===== config.mk =====
export PLATFORM = sky130hd
export DESIGN_NAME = if_fetch_unit
export DESIGN_NICKNAME = d
export VERILOG_FILES = /design/src/rtl/if_fetch_unit_pkg.sv /design/src/rtl/if_fetch_unit_hold_buffer.sv /design/src/rtl/if_fetch_unit.sv
export SDC_FILE = /design/constraint.sdc
export NUM_CORES = 1
export LEC_CHECK = 0
export BUFFER_PORTS_ARGS = -buffer_cell sky130_fd_sc_hd__buf_4
export CORE_ASPECT_RATIO = 1.1
export CORE_MARGIN = 2
export CORE_UTILIZATION = 40
export DETAILED_ROUTE_END_ITERATION = 8
export SYNTH_ARGS = -nofsm -noshare
export SYNTH_HDL_FRONTEND = slang
export SYNTH_HIERARCHICAL = 1
export SYNTH_SLANG_ARGS = --single-unit

===== constraint.sdc =====
create_clock -name clk -period 5.25 [get_ports clk]
set_input_delay 0 -clock clk [delete_from_list [all_inputs] [get_ports clk]]
set_output_delay 0 -clock clk [all_outputs]
set_load 0.03 [all_outputs]

===== src/rtl/if_fetch_unit_pkg.sv =====
// Shared definitions for the instruction-fetch stage.
//   if_state_t       : fetch FSM states
//   NOP_WORD         : instruction word presented to IF/ID after reset
//   RESET_PC_DEFAULT : default PC loaded on reset
package if_fetch_unit_pkg;

    typedef enum logic [1:0] {
        ST_IDLE,
        ST_REQ,
        ST_WAIT,
        ST_HOLD
    } if_state_t;

    localparam logic [31:0] NOP_WORD         = 32'h0000_0000;
    localparam logic [31:0] RESET_PC_DEFAULT = 32'h0000_0000;
    localparam logic [31:0] WORD_ALIGN_MASK  = 32'hFFFF_FFFC;

endpackage


===== src/rtl/if_fetch_unit_hold_buffer.sv =====
// Holding register for a fetched word that arrived while IF/ID was stalled,
// plus the mux selecting which word is delivered to IF/ID.
//   clk, rst     : clock, asynchronous active-high reset
//   load         : capture rdata into the holding register
//   sel_hold     : 1 = deliver held word, 0 = deliver live memory data
//   rdata        : instruction word from instruction memory
//   deliver_word : word to be registered into the IF/ID outputs
module if_fetch_unit_hold_buffer (
    input  logic        clk,
    input  logic        rst,
    input  logic        load,
    input  logic        sel_hold,
    input  logic [31:0] rdata,
    output logic [31:0] deliver_word
);

    logic [31:0] hold_buf;

    always_ff @(posedge clk or posedge rst) begin
        if (rst) begin
            hold_buf <= '0;
        end else if (load) begin
            hold_buf <= rdata;
        end
    end

    assign deliver_word = sel_hold ? hold_buf : rdata;

endmodule


===== src/rtl/if_fetch_unit.sv =====
// Instruction-fetch stage: owns the PC, issues one-at-a-time requests to
// instruction memory and delivers each word with its PC+4 to IF/ID.
//   clk, rst              : clock, asynchronous active-high reset
//   stall                 : hold current instruction, no new delivery
//   redirect, redirect_pc : taken branch/jump and its target (low bits ignored)
//   imem_req, imem_addr   : one-cycle request pulse and word address
//   imem_valid, imem_rdata: memory response strobe and instruction word
//   PC_4, Instrucction    : delivered PC+4 and instruction word
//   IF_ID_enable          : 0 = IF/ID loads this cycle (single-cycle pulse)
//   pc_out                : current fetch PC
module if_fetch_unit
    import if_fetch_unit_pkg::*;
#(
    parameter logic [31:0] RESET_PC = RESET_PC_DEFAULT
) (
    input  logic        clk,
    input  logic        rst,
    input  logic        stall,
    input  logic        redirect,
    input  logic [31:0] redirect_pc,
    output logic        imem_req,
    output logic [31:0] imem_addr,
    input  logic        imem_valid,
    input  logic [31:0] imem_rdata,
    output logic [31:0] PC_4,
    output logic [31:0] Instrucction,
    output logic        IF_ID_enable,
    output logic [31:0] pc_out
);

    if_state_t   state, state_n;
    logic [31:0] pc, pc_n;
    logic        discard, discard_n;
    logic [31:0] pc_4_n, instr_n, addr_n;
    logic        ifid_en_n, req_n;
    logic        hold_load;
    logic [31:0] deliver_word;
    logic [31:0] pc_plus4;

    assign pc_plus4 = pc + 32'd4;
    assign pc_out   = pc;

    if_fetch_unit_hold_buffer u_hold (
        .clk          (clk),
        .rst          (rst),
        .load         (hold_load),
        .sel_hold     (state == ST_HOLD),
        .rdata        (imem_rdata),
        .deliver_word (deliver_word)
    );

    always_ff @(posedge clk or posedge rst) begin
        if (rst) begin
            state        <= ST_IDLE;
            pc           <= RESET_PC;
            discard      <= 1'b0;
            imem_req     <= 1'b0;
            imem_addr    <= '0;
            PC_4         <= '0;
            Instrucction <= NOP_WORD;
            IF_ID_enable <= 1'b1;
        end else begin
            state        <= state_n;
            pc           <= pc_n;
            discard      <= discard_n;
            imem_req     <= req_n;
            imem_addr    <= addr_n;
            PC_4         <= pc_4_n;
            Instrucction <= instr_n;
            IF_ID_enable <= ifid_en_n;
        end
    end

    always_comb begin
        state_n   = state;
        pc_n      = pc;
        discard_n = discard;
        pc_4_n    = PC_4;
        instr_n   = Instrucction;
        ifid_en_n = 1'b1;
        hold_load = 1'b0;

        case (state)
            ST_IDLE: state_n = ST_REQ;
            ST_REQ:  state_n = ST_WAIT;
            ST_WAIT: begin
                if (imem_valid) begin
                    if (discard) begin
                        discard_n = 1'b0;
                        state_n   = ST_REQ;
                    end else if (stall) begin
                        hold_load = 1'b1;
                        state_n   = ST_HOLD;
                    end else begin
                        instr_n   = deliver_word;
                        pc_4_n    = pc_plus4;
                        ifid_en_n = 1'b0;
                        pc_n      = pc_plus4;
                        state_n   = ST_REQ;
                    end
                end
            end
            ST_HOLD: begin
                if (!stall) begin
                    instr_n   = deliver_word;
                    pc_4_n    = pc_plus4;
                    ifid_en_n = 1'b0;
                    pc_n      = pc_plus4;
                    state_n   = ST_REQ;
                end
            end
            default: state_n = ST_IDLE;
        endcase

        // Redirect overrides whatever the state logic chose above: no delivery
        // this cycle, and any in-flight response is marked for discard.
        if (redirect) begin
            pc_n      = redirect_pc & WORD_ALIGN_MASK;
            ifid_en_n = 1'b1;
            pc_4_n    = PC_4;
            instr_n   = Instrucction;
            hold_load = 1'b0;
            case (state)
                ST_WAIT: begin
                    if (imem_valid) begin
                        discard_n = 1'b0;
                        state_n   = ST_REQ;
                    end else begin
                        discard_n = 1'b1;
                        state_n   = ST_WAIT;
                    end
                end
                ST_REQ: begin
                    discard_n = 1'b1;
                    state_n   = ST_WAIT;
                end
                default: state_n = ST_REQ;
            endcase
        end

        req_n  = (state_n == ST_REQ);
        addr_n = req_n ? pc_n : imem_addr;
    end

endmodule


==> metrics.yaml <==
p_per_area_nw_per_um2: 564.3
pin_count: 199
grt_max_degree: 93
clockBufferDepth: 2
tritoncts_num_sinks: 165
fin_crit_sh_pct: 67.22
insertedDiodeCount: 0
syn_nets: 823
setup_tns_ps: 0
ant_nets: 0
cts_hold_buf: 64
synth_flop_cell: "dfrtp_1"
power_frac_comb_pct: 46.0
h-tree-depth: 4
rsz0062_at_grt: "no"
grt-ovfl-total: 0
die_area_um2: 21500
start_util_pct: 40.95
clk_root_buffer_cell: "clkbuf_16"
ys_types: 66
p_leak_nw: 5.241
rrSetupSlack_ps: 1720
grtUsageTotal_pct: 20.79
place_hpwl_mm: 14.77
synthCells: 749
finalHoldViolCount: 0
cts_setup_buffers: 0
cp.required_ps: 5560
core_um2: 19860
r2r_start: "state[1]"
seq_area_um2: 4130
run_status: "complete, no violations"
viasPerCell: 5.134
worst_r2r_endpoint: "imem_addr[0]"
cp.arrival_ps: 3840
total_power_w: 0.006166
multiInputGateArea_um2: 3650
min_path_type: "input port to register"
die_height_um: 153.6
clk_pin_slew_ps: 70
min_to: "pc_out[8]"
fmax_mhz: 283.4
maxCapViolCount: 0
area_delta_synth_final_pct: 34.30
vias: 6454
fin_crit_ps: 3529
p_int_w: 0.003648
hold_start: "stall"
layout-drive-gt1-share_pct: 34.43
clock_latency_ps: 430
ys_ff_latch: 165
grt_pass1_vias: 6452
antenna_found_initial: 0
ir_drop_mv: 0.3751
synth_edf_count: 0
whs_path_depth: 4
r2r_cells: 7
criticalPathCategory: "register to register"
worst-path-max-fanout: 33
synth_area_um2: 8135
skew_ps: 10.40
cts_made_buffers: 17
drc: 0
worstSetupStartpointType: "register"
grt_pass1_wl_mm: 35.22
drt_iter0_markers: 367
syn_area_per_cell_um2: 10.86
p_sw_share_pct: 40.83
rows: 54
seq_power_share_pct: 34.1
ys_seq_area_share_pct: 50.77
p_clk_share_pct: 19.9
cts_resized: 0
dr.pass1.iters: 4
tightest_slew_ps: 1097
fp.dieW_um: 140.0
slew_violations: 0
final_nets: 1066
p_sw_w: 0.002518
portBuffers: 196
max_slew_margin_pct: 26.37
drt-total-wl_mm: 22.16
avgRoutedWirePerCell_um: 17.63
end_kind: "register"
nFillCells: 1759
yosys_warnings: 6
gp_congestion: 0.7991
finalSetupViolations: 0
synth-async-reset-ratio_pct: 100.0
cts_tree: "done"
[cell usage after synthesis, types with 6 or more instances]
cell type  number  area [µm²]
a21oi_1        15       75.07
nand2_1       167       626.9
buf_12          6       120.1
nor2_1         15       56.30
o21ai_0        48       240.2
mux2_4         60       900.9
xnor2_1        14       122.6
clkbuf_1       26       97.59
mux2_2         31       349.1
inv_1          17       63.81
nand3_1        14       70.07
nand2b_1        6       37.54
o31ai_1         6       45.04
nor3_1         11       55.05
and3_1         10       62.56
and2_1         10       62.56
a2bb2oi_1       7       61.31
xor2_1          7       61.31
nor2b_1         6       37.54
a31oi_1         7       43.79
dfrtp_1       164        4104
nand4_1        10       62.56
[power by group through the flow]
stage          registers (W)  clock network (W)  logic [W]
6_report             0.00210            0.00123    0.00284
5_1_grt              0.00218            0.00131    0.00304
4_1_cts              0.00210            0.00126    0.00287
3_5_place_dp         0.00212                  0    0.00282
3_3_place_gp         0.00211                  0    0.00279
2_1_floorplan        0.00282                  0    0.00117
[critical path: stages (launching register included)]
cell       delay [ps]
dfrtp_1           430
ha_2              290
buf_4             540
a2111oi_0         150
o21ai_1           630
nand3_1           590
buf_4             450
mux2_2            310
[kinds of logic after synthesis]
| family | Yosys count | share of synthesized area, % |
|---|---|---|
| buffers and inverters | 64 | 4.552 |
| AOI/OAI and AO/OA | 128 | 10.32 |
| DFF | 165 | 50.77 |
| xor gates and xnor gates | 21 | 2.261 |
| muxes | 95 | 15.86 |
| adders and majority gates | 5 | 0.7690 |
| and+or+nand+nor | 271 | 15.47 |
[layout make-up]
| type | instances | share of cell area (%) |
|---|---|---|
| tap | 252 | 2.886 |
| clock inverter | 15 | 1.328 |
| sequential | 165 | 37.80 |
| timing repair buffer | 270 | 20.02 |
| inverter | 18 | 0.6642 |
| clock buffer | 17 | 3.894 |
| multi-input combinational | 520 | 33.41 |
[worst max path at each step]
stage,slack [ps],endpoint,start
2_1_floorplan,1700,Instrucction[0],rst
3_3_place_gp,1820,imem_addr[0],state[1]
3_5_place_dp,1760,imem_addr[0],state[1]
4_1_cts,1760,imem_addr[0],state[1]
5_1_grt,1530,imem_addr[7],state[1]
6_report,1720,imem_addr[0],state[1]
[routing by layer]
metal	up-vias	track usage, %	wire [µm]
met1	3142	28.22	10230
li1	3100	-	-
met4	0	7.190	345
met3	23	4.796	1321
met2	189	32.89	10270
met5	-	0	0
[cell usage in the layout, fill, tap and decap left out, types with 5 or more instances in the layout]
cell type,n
and2_1,10
xnor2_1,14
nand3_1,14
nor4_1,5
o31ai_1,6
nor2_1,14
nor3_1,10
nand2_1,167
o21ai_0,48
o21ai_1,5
nor2b_1,6
nand4_1,10
inv_6,5
clkbuf_16,17
dlygate4sd3_1,64
clkinvlp_4,5
dfrtp_1,164
xor2_1,7
inv_1,16
a31oi_1,7
a21oi_1,15
and3_1,10
mux2_2,31
a2bb2oi_1,7
nand2b_1,6
mux2_4,60
buf_4,206
[through the flow]
step / instances / util [%] / cell area (µm²) / setup slack (ps) / hold slack (ps)
final: 1257 / 55.00 / 10930 / 1721 / 91.79
after global routing: 1257 / 55.00 / 10930 / 1528 / 106.5
after CTS: 1257 / 55.00 / 10930 / 1758 / 66.68
after detailed placement: 1161 / 48.90 / 9714 / 1764 / 171.4
after global placement: 1161 / 48.90 / 9714 / 1820 / 160.7
after floorplan: 749 / - / 8135 / 1697 / 116.2
[registers in the layout, summed over array words and instances, names as in the netlist]
register,count
IF_ID_enable,1
u_hold/hold_buf,32
PC_4,32
state,2
imem_addr,32
pc_out,32
Instrucction,32
discard,1
imem_req,1
Power figures use the tool's default switching activity.
